`src/rtl/xgmii_tx_framer.sv`:
```
// XGMII transmit framer: wraps a 64-bit client word stream in start/preamble,
// terminate and inter-frame gap, and aborts frames with /E/ on underrun or link loss.
module xgmii_tx_framer #(
    parameter int IFG_WORDS = 1,
    parameter int CNT_BITS  = 32
) (
    input  logic                mgt_clk,
    input  logic                reset,
    input  logic [63:0]         tx_data,
    input  logic                tx_valid,
    input  logic                tx_end,
    input  logic [2:0]          tx_bytes,
    output logic                tx_ready,
    input  logic                link_up,
    output logic [63:0]         xgmii_txd,
    output logic [7:0]          xgmii_txc,
    output logic [CNT_BITS-1:0] frames_sent,
    output logic [15:0]         abort_count,
    output logic                underrun
);

    localparam logic [63:0] IDLE_WORD  = {8{8'h07}};
    localparam logic [63:0] ERR_WORD   = {8{8'hFE}};
    localparam logic [63:0] TERM_WORD  = {{7{8'h07}}, 8'hFD};
    localparam logic [63:0] START_WORD = {8'hD5, {6{8'h55}}, 8'hFB};
    localparam logic [3:0]  IFG_W      = 4'(IFG_WORDS);

    typedef enum logic [2:0] {
        S_IDLE,
        S_DATA,
        S_TERM,
        S_ABORT_T,
        S_DROP,
        S_IFG
    } state_t;

    state_t              state_q, state_d;
    logic [3:0]          gap_q, gap_d;
    logic [63:0]         txd_q, txd_d;
    logic [7:0]          txc_q, txc_d;
    logic [CNT_BITS-1:0] frames_q, frames_d;
    logic [15:0]         aborts_q, aborts_d;
    logic                underrun_q, underrun_d;
    logic                drop_q, drop_d;

    // Last word with n valid bytes: data below lane n, /T/ in lane n, idles above.
    function automatic logic [63:0] end_word(input logic [63:0] d, input logic [2:0] n);
        logic [63:0] w;
        w = IDLE_WORD;
        for (int k = 0; k < 8; k++) begin
            if (k < int'(n))
                w[8*k +: 8] = d[8*k +: 8];
            else if (k == int'(n))
                w[8*k +: 8] = 8'hFD;
        end
        return w;
    endfunction

    // A word offered while the link is down stays with the client for the next frame.
    assign tx_ready = ((state_q == S_DATA) && link_up) || (state_q == S_DROP);

    always_comb begin
        state_d    = state_q;
        gap_d      = gap_q;
        txd_d      = IDLE_WORD;
        txc_d      = 8'hFF;
        frames_d   = frames_q;
        aborts_d   = aborts_q;
        underrun_d = underrun_q;
        drop_d     = drop_q;
        case (state_q)
            S_IDLE: begin
                if (tx_valid && link_up) begin
                    txd_d   = START_WORD;
                    txc_d   = 8'h01;
                    state_d = S_DATA;
                end
            end
            S_DATA: begin
                if (!tx_valid || !link_up) begin
                    txd_d   = ERR_WORD;
                    txc_d   = 8'hFF;
                    drop_d  = !tx_valid;
                    state_d = S_ABORT_T;
                    if (!tx_valid)
                        underrun_d = 1'b1;
                end else if (!tx_end) begin
                    txd_d = tx_data;
                    txc_d = 8'h00;
                end else if (tx_bytes == 3'd0) begin
                    txd_d   = tx_data;
                    txc_d   = 8'h00;
                    state_d = S_TERM;
                end else begin
                    txd_d    = end_word(tx_data, tx_bytes);
                    txc_d    = 8'hFF << tx_bytes;
                    frames_d = frames_q + 1'b1;
                    state_d  = S_IFG;
                    gap_d    = IFG_W;
                end
            end
            S_TERM: begin
                txd_d    = TERM_WORD;
                frames_d = frames_q + 1'b1;
                state_d  = S_IFG;
                gap_d    = IFG_W;
            end
            S_ABORT_T: begin
                txd_d = TERM_WORD;
                if (aborts_q != 16'hFFFF)
                    aborts_d = aborts_q + 16'd1;
                if (drop_q) begin
                    state_d = S_DROP;
                end else begin
                    state_d = S_IFG;
                    gap_d   = IFG_W;
                end
            end
            S_DROP: begin
                if (tx_valid && tx_end) begin
                    state_d = S_IFG;
                    gap_d   = IFG_W;
                end
            end
            S_IFG: begin
                if (gap_q <= 4'd1)
                    state_d = S_IDLE;
                else
                    gap_d = gap_q - 4'd1;
            end
            default: begin
                state_d = S_IFG;
                gap_d   = IFG_W;
            end
        endcase
    end

    always_ff @(posedge mgt_clk) begin
        if (reset) begin
            state_q    <= S_IFG;
            gap_q      <= IFG_W;
            txd_q      <= IDLE_WORD;
            txc_q      <= 8'hFF;
            frames_q   <= '0;
            aborts_q   <= '0;
            underrun_q <= 1'b0;
            drop_q     <= 1'b0;
        end else begin
            state_q    <= state_d;
            gap_q      <= gap_d;
            txd_q      <= txd_d;
            txc_q      <= txc_d;
            frames_q   <= frames_d;
            aborts_q   <= aborts_d;
            underrun_q <= underrun_d;
            drop_q     <= drop_d;
        end
    end

    assign xgmii_txd   = txd_q;
    assign xgmii_txc   = txc_q;
    assign frames_sent = frames_q;
    assign abort_count = aborts_q;
    assign underrun    = underrun_q;

endmodule

```
`config.mk`:
```
export PLATFORM = sky130hd
export DESIGN_NAME = xgmii_tx_framer
export DESIGN_NICKNAME = d
export VERILOG_FILES = /design/src/rtl/xgmii_tx_framer.sv
export SDC_FILE = /design/constraint.sdc
export NUM_CORES = 1
export LEC_CHECK = 0
export BUFFER_PORTS_ARGS = -buffer_cell sky130_fd_sc_hd__buf_4
export CORE_MARGIN = 2
export CORE_UTILIZATION = 50
export DETAILED_ROUTE_END_ITERATION = 10
export GPL_TIMING_DRIVEN = 0
export PLACE_DENSITY = 0.8
export SKIP_CTS_REPAIR_TIMING = 1
export SLEW_MARGIN = 10
export SYNTH_ARGS = -nofsm -noshare
export SYNTH_HDL_FRONTEND = slang
export SYNTH_SLANG_ARGS = --single-unit
export TNS_END_PERCENT = 50
```
`constraint.sdc`:
```
create_clock -name mgt_clk -period 2.7 [get_ports mgt_clk]
set_input_delay 0.54 -clock mgt_clk [delete_from_list [all_inputs] [get_ports mgt_clk]]
set_output_delay 0.54 -clock mgt_clk [all_outputs]
set_load 0.05 [all_outputs]
```
==> results.py, run 1 <==
metrics = {
    "global_routing": {
        "busiest_layer": "met2",
        "met3_usage": 0.0802,
        "grtUsageMet2": 0.493,
        "grt_pass1_wl_um": 25200,
        "grt_pass1_vias": 5149,
        "antenna_found_initial": 0,
        "met1_usage": 0.312,
        "grt_use_total": 0.275,
        "grt_remaining_overflow": 0,
        "grt_max_degree": 17,
    },
    "sta": {
        "max_freq_mhz": 393,
        "rsz0062_at_grt": "no",
        "hold_viol_final": 0,
        "setup_violations": 0,
        "fin_ws_ns": 0.156,
        "maxSlewHeadroom": 0.539,
        "fin_crit_sh": 0.942,
        "fin_tns_setup_ns": 0,
        "finalCriticalPeriod_ns": 2.54,
        "worst_slew_pin_slew_ns": 0.689,
        "finalClockSkew_ns": 0.00836,
        "maxSlewViolCount": 0,
    },
    "drt": {
        "wire_per_inst_um": 16.5,
        "drt_first_pass_iters": 5,
        "dr_total_vias": 5469,
        "viasPerCell": 5.52,
        "drc": 0,
        "ant_nets": 0,
        "routed_wl_um": 16400,
        "drtIter0Drc": 239,
    },
    "placed_design": {
        "io_buffers": 191,
        "routabilityCongestion": 0.907,
        "placed_area_um2": 7040,
        "dp_hpwl_um": 12000,
        "dpl_worst_slack_ns": -0.343,
    },
    "synthesis": {
        "synth_top_family_by_area": "simple AND/OR/NAND/NOR gates",
        "synth-edff-count": 0,
        "yosysTopAreaCell": "dfxtp_1",
        "synth_cell_types": 66,
        "ys_seq_area_frac": 0.476,
        "yosys-top-cells-area": "dfxtp_1 48%, a21oi_1 6.1%, nand2_1 5.2%",
        "synthSimpleGateAreaFrac": 0.257,
        "synthMuxAreaShare": 0.00761,
        "yosys.area_share.adder": 0.0161,
        "syn_nets": 707,
        "synth-async-reset-ratio": 0,
        "syn_inst": 628,
        "synth-compound-area-share": 0.151,
        "ys_ff_latch": 129,
        "synth_xor_area_frac": 0.0597,
        "synth_area_per_cell_um2": 8.64,
        "synth_top_area_share": 0.476,
        "ys_warn_count": 0,
        "netlist_area_um2": 5430,
        "synthFlopType": "dfxtp_1",
    },
    "power_and_ir_drop": {
        "pwr_density_cell_nw_per_um2": 831,
        "p_sw_uw": 2210,
        "swShare": 0.348,
        "total_power_uw": 6360,
        "p_comb_frac": 0.290,
        "seq_power_share": 0.340,
        "power.leakage_uw": 0.00327,
        "pwr-share-clk": 0.371,
        "p_int_uw": 4150,
        "vdd_drop_max_mv": 0.470,
    },
    "worst_setup_path": {
        "regToRegSetupSlack_ns": 0.61,
        "rr_endpoint": "frames_sent[20]$_SDFFE_PP0P_",
        "path_cells": "buf_4 -> clkbuf_1 -> inv_1 -> ha_1 -> and3b_1 -> a31o_2 -> buf_2 -> buf_2 -> nand4_1 -> xnor2_1 -> nor2_1",
        "worstRegToRegCells": 8,
        "crit_cells": 11,
        "critPathTopFamily": "buffers and inverters",
        "cp.required_ns": 3.12,
        "r2r-start": "state_q[0]$_SDFFE_PP1P_",
        "path_common_cell": "buf_2",
        "startpoint": "tx_bytes[2]",
        "critPathCaptureType": "register",
        "start_kind": "input port",
        "crit_type": "input port to register",
        "cp_slowest_stage_delay_ns": 0.34,
        "critPathSlowestCell": "and3b_1",
        "cp-endpoint": "frames_sent[20]$_SDFFE_PP0P_",
        "crit_buf_inv": 5,
        "arrival_ns": 2.96,
        "crit_fanout": 10,
    },
    "die": {
        "start_util": 0.507,
        "io_pins": 194,
        "dieWidth_um": 108,
        "coreArea_um2": 10700,
        "rows": 38,
        "die_h_um": 108,
        "die_area_um2": 11700,
    },
    "cells_and_area": {
        "fillCellCount": 826,
        "syn_to_final_growth_pct": 40.9,
        "ff_latch_area_um2": 2580,
        "stdcell_area_um2": 7650,
        "multi_input_area_um2": 2670,
        "layout.nets": 917,
        "fin_util": 0.715,
        "drive_above_1_share": 0.293,
        "num_antenna_cells": 0,
    },
    "clock_network": {
        "cts_buffers": 17,
        "clkSinkCount": 129,
        "clk_path_buf_depth": 2,
        "cts_tree": "built",
        "clk_latency_ns": 0.54,
        "clk_pin_slew_ns": 0.06,
        "cts-root-buf": "clkbuf_8",
        "htree_num_levels": 4,
    },
    "outcome": {
        "status": "finished clean",
    },
    "job": {
        "drv_cap": 0,
    },
    "worst_hold_path": {
        "hold_path.class": "input port to register",
    },
}
[worst min-delay path by stage]
stage	start	to	slack (ns)	cells past startpoint
5_1_grt	tx_data[34]	xgmii_txd[34]$_SDFF_PP1_	0.19	2
6_report	tx_data[26]	xgmii_txd[26]$_SDFF_PP1_	0.19	2
3_3_place_gp	underrun$_SDFFE_PP0P_	underrun$_SDFFE_PP0P_	0.44	2
2_1_floorplan	gap_q[1]$_SDFFE_PP0P_	gap_q[1]$_SDFFE_PP0P_	0.44	2
3_5_place_dp	underrun$_SDFFE_PP0P_	underrun$_SDFFE_PP0P_	0.45	2
4_1_cts	tx_data[26]	xgmii_txd[26]$_SDFF_PP1_	0.18	2
[flip-flops by register name, summed over array words and instances, names as in the netlist]
signal       cells
underrun         1
xgmii_txd       64
abort_count     16
xgmii_txc        8
frames_sent     32
drop_q           1
gap_q            4
state_q          3
[cells in the mapped netlist (5+ instances only)]
library cell  instances
dfxtp_1             129
nand2_1              75
nor2_1               74
a21oi_1              66
o21ai_0              38
xor2_1               24
clkbuf_1             22
nand4_1              22
nand3_1              17
nor3_1               16
or3_1                16
xnor2_1              13
ha_1                  7
inv_1                 7
and3_1                6
o21a_1                6
a21o_1                5
[layout make-up]
cell class	count	area share
multi-input cells	459	0.349
flip-flops and latches	129	0.338
repair buffers	191	0.187
clock buffers	21	0.0600
well taps	140	0.0229
clock inverters	11	0.0200
plain buffers	31	0.0185
inverters	9	0.00442
[power by group through the flow]
stage	Sequential, uW	Clock, uW	Combinational (uW)
2_1_floorplan	2720	0	739
3_5_place_dp	2200	0	1820
3_3_place_gp	2190	0	1790
5_1_grt	2170	2460	1960
4_1_cts	2160	2370	1830
6_report	2160	2360	1840
[cell families after synthesis]
| family | count (synthesis) |
|---|---|
| AOI/OAI and AO/OA | 143 |
| buffers and inverters | 40 |
| xor gates and xnor gates | 37 |
| and+or+nand+nor | 268 |
| DFF | 129 |
| muxes | 4 |
| adders and majority gates | 7 |
[per-layer routing]
layer / up-vias / part of all wire
met5: - / 0
met4: 0 / 0.016
met3: 24 / 0.076
met2: 231 / 0.51
met1: 2583 / 0.40
li1: 2631 / -
[layout by cell type (no fill, tap or decap), drive strengths merged, types with 4 or more instances in the layout]
master / count
a21o: 5
a21oi: 66
and2: 6
and3: 7
buf: 199
clkbuf: 44
dfxtp: 129
ha: 7
inv: 11
nand2: 76
nand3: 18
nand4: 24
nor2: 75
nor3: 17
nor4: 4
o21a: 6
o21ai: 41
or3: 17
xnor2: 13
xor2: 24
[metrics by stage]
step,hold WS (ns),instances
finish,0.189,991
CTS,0.178,991
floorplan,0.445,628
global route,0.188,991
detailed placement,0.447,959
global placement,0.441,959
No activity file was read; power rests on OpenSTA's default activity.
==> run 2, diff against run 1 <==
==> constraint.sdc (replaced) <==
create_clock -name mgt_clk -period 2.56 [get_ports mgt_clk]
set_input_delay 0.512 -clock mgt_clk [delete_from_list [all_inputs] [get_ports mgt_clk]]
set_output_delay 0.512 -clock mgt_clk [all_outputs]
set_load 0.05 [all_outputs]
==> results.py, run 2 (synthesis results as in run 1) <==
metrics = {
    "worst_setup_path": {
        "start_kind": "input port",
        "worstRegToRegCells": 8,
        "regToRegSetupSlack_ns": 0.47,
        "cp.required_ns": 2.98,
        "crit_fanout": 10,
        "rr_endpoint": "frames_sent[20]$_SDFFE_PP0P_",
        "arrival_ns": 2.72,
        "critPathCaptureType": "register",
        "crit_type": "input port to register",
        "r2r-start": "state_q[0]$_SDFFE_PP1P_",
    },
    "sta": {
        "maxSlewHeadroom": 0.552,
        "fin_tns_setup_ns": 0,
        "maxSlewViolCount": 0,
        "finalClockSkew_ns": 0.0114,
        "hold_viol_final": 0,
        "finalCriticalPeriod_ns": 2.30,
        "worst_slew_pin_slew_ns": 0.669,
        "fin_crit_sh": 0.899,
        "fin_ws_ns": 0.259,
        "setup_violations": 0,
        "rsz0062_at_grt": "no",
        "max_freq_mhz": 435,
    },
    "clock_network": {
        "cts_tree": "built",
        "cts_buffers": 17,
        "htree_num_levels": 4,
        "clk_path_buf_depth": 2,
        "clk_latency_ns": 0.54,
        "clkSinkCount": 129,
        "clk_pin_slew_ns": 0.06,
        "cts-root-buf": "clkbuf_8",
    },
    "power_and_ir_drop": {
        "p_comb_frac": 0.290,
        "p_sw_uw": 2330,
        "pwr_density_cell_nw_per_um2": 877,
        "total_power_uw": 6710,
        "p_int_uw": 4370,
        "pwr-share-clk": 0.371,
        "swShare": 0.348,
        "seq_power_share": 0.340,
        "power.leakage_uw": 0.00327,
        "vdd_drop_max_mv": 0.494,
    },
    "global_routing": {
        "grt_pass1_wl_um": 25200,
        "antenna_found_initial": 0,
        "grt_pass1_vias": 5149,
        "grt_remaining_overflow": 0,
        "grt_use_total": 0.275,
        "grt_max_degree": 17,
    },
    "outcome": {
        "status": "finished clean",
    },
    "worst_hold_path": {
        "hold_depth": 2,
        "hold-path-endpoint": "xgmii_txd[18]$_SDFF_PP1_",
        "hold_path.class": "input port to register",
        "worstHoldStart": "tx_data[18]",
    },
    "die": {
        "rows": 38,
        "dieWidth_um": 108,
        "coreArea_um2": 10700,
        "start_util": 0.507,
        "io_pins": 194,
        "die_area_um2": 11700,
        "die_h_um": 108,
    },
    "cells_and_area": {
        "num_antenna_cells": 0,
        "layout.nets": 916,
        "ff_latch_area_um2": 2580,
        "drive_above_1_share": 0.294,
        "fin_util": 0.715,
        "fillCellCount": 825,
        "multi_input_area_um2": 2670,
        "largest_reg_flops": 64,
        "syn_to_final_growth_pct": 40.9,
        "final_common_cell": "buf_4",
        "final_cell_mix": "192 x buf_4, 129 x dfxtp_1, 75 x nand2_1",
    },
    "placed_design": {
        "dp_hpwl_um": 12000,
        "io_buffers": 191,
        "routabilityCongestion": 0.907,
        "dpl_worst_slack_ns": -0.455,
    },
    "drt": {
        "routed_wl_um": 16300,
        "drc": 0,
        "wire_per_inst_um": 16.5,
        "ant_nets": 0,
        "viasPerCell": 5.50,
        "dr_total_vias": 5443,
        "drt_first_pass_iters": 5,
        "drtIter0Drc": 270,
    },
    "job": {
        "drv_cap": 0,
    },
}
-- run 2: cell types whose count changed in the layout (fill, tap and decap cells not counted) --
| cell | previous run | this run |
|---|---|---|
| clkbuf_1 | 23 | 21 |
| clkbuf_2 | 1 | 2 |
-- run 2: per-layer routing --
layer,global-route usage,share of wire
met3,0.0802,0.075
met1,0.312,0.40
met5,0,0
met2,0.493,0.51
met4,0.0943,0.018
-- run 2: worst max path at each step --
| stage | to | slack [ns] | startpoint | cells past startpoint |
|---|---|---|---|---|
| detailed placement | frames_sent[20]$_SDFFE_PP0P_ | -0.45 | tx_bytes[0] | 10 |
| global route | frames_sent[13]$_SDFFE_PP0P_ | 0.13 | tx_bytes[0] | 10 |
| CTS | frames_sent[20]$_SDFFE_PP0P_ | 0.08 | tx_bytes[0] | 10 |
| finish | frames_sent[13]$_SDFFE_PP0P_ | 0.26 | tx_bytes[0] | 10 |
| global placement | frames_sent[20]$_SDFFE_PP0P_ | -0.42 | tx_bytes[0] | 10 |
| floorplan | frames_sent[17]$_SDFFE_PP0P_ | 0.15 | tx_bytes[0] | 10 |
-- run 2: layout make-up --
class / count / share of cell area
buffer: 30 / 0.0182
clock buffer: 21 / 0.0600
clock inverter: 11 / 0.0200
sequential: 129 / 0.338
timing repair buffer: 191 / 0.188
inverter: 9 / 0.00442
tap: 140 / 0.0229
multi-input combinational: 459 / 0.349
-- run 2: stage by stage --
stage,instances,hold slack (ns),area (um^2)
final,990,0.162,7650
after global routing,990,0.160,7650
after CTS,991,0.150,7650
after floorplan,628,0.445,5430
after global placement,959,0.441,7040
after detailed placement,959,0.447,7040
-- run 2: critical path, cell delays in order --
cell	delay, ns
clkbuf_2	0.17
nor2_1	0.30
ha_1	0.34
and3b_1	0.27
a31o_2	0.31
buf_2	0.21
buf_2	0.23
nand3_1	0.14
xor2_1	0.17
nor2_1	0.05
-- run 2: power groups by stage --
| stage | combinational (uW) | sequential [uW] | clock [uW] |
|---|---|---|---|
| 2_1_floorplan | 780 | 2860 | 0 |
| 3_3_place_gp | 1890 | 2310 | 0 |
| 3_5_place_dp | 1920 | 2320 | 0 |
| 4_1_cts | 1930 | 2280 | 2500 |
| 5_1_grt | 2070 | 2290 | 2590 |
| 6_report | 1940 | 2280 | 2490 |
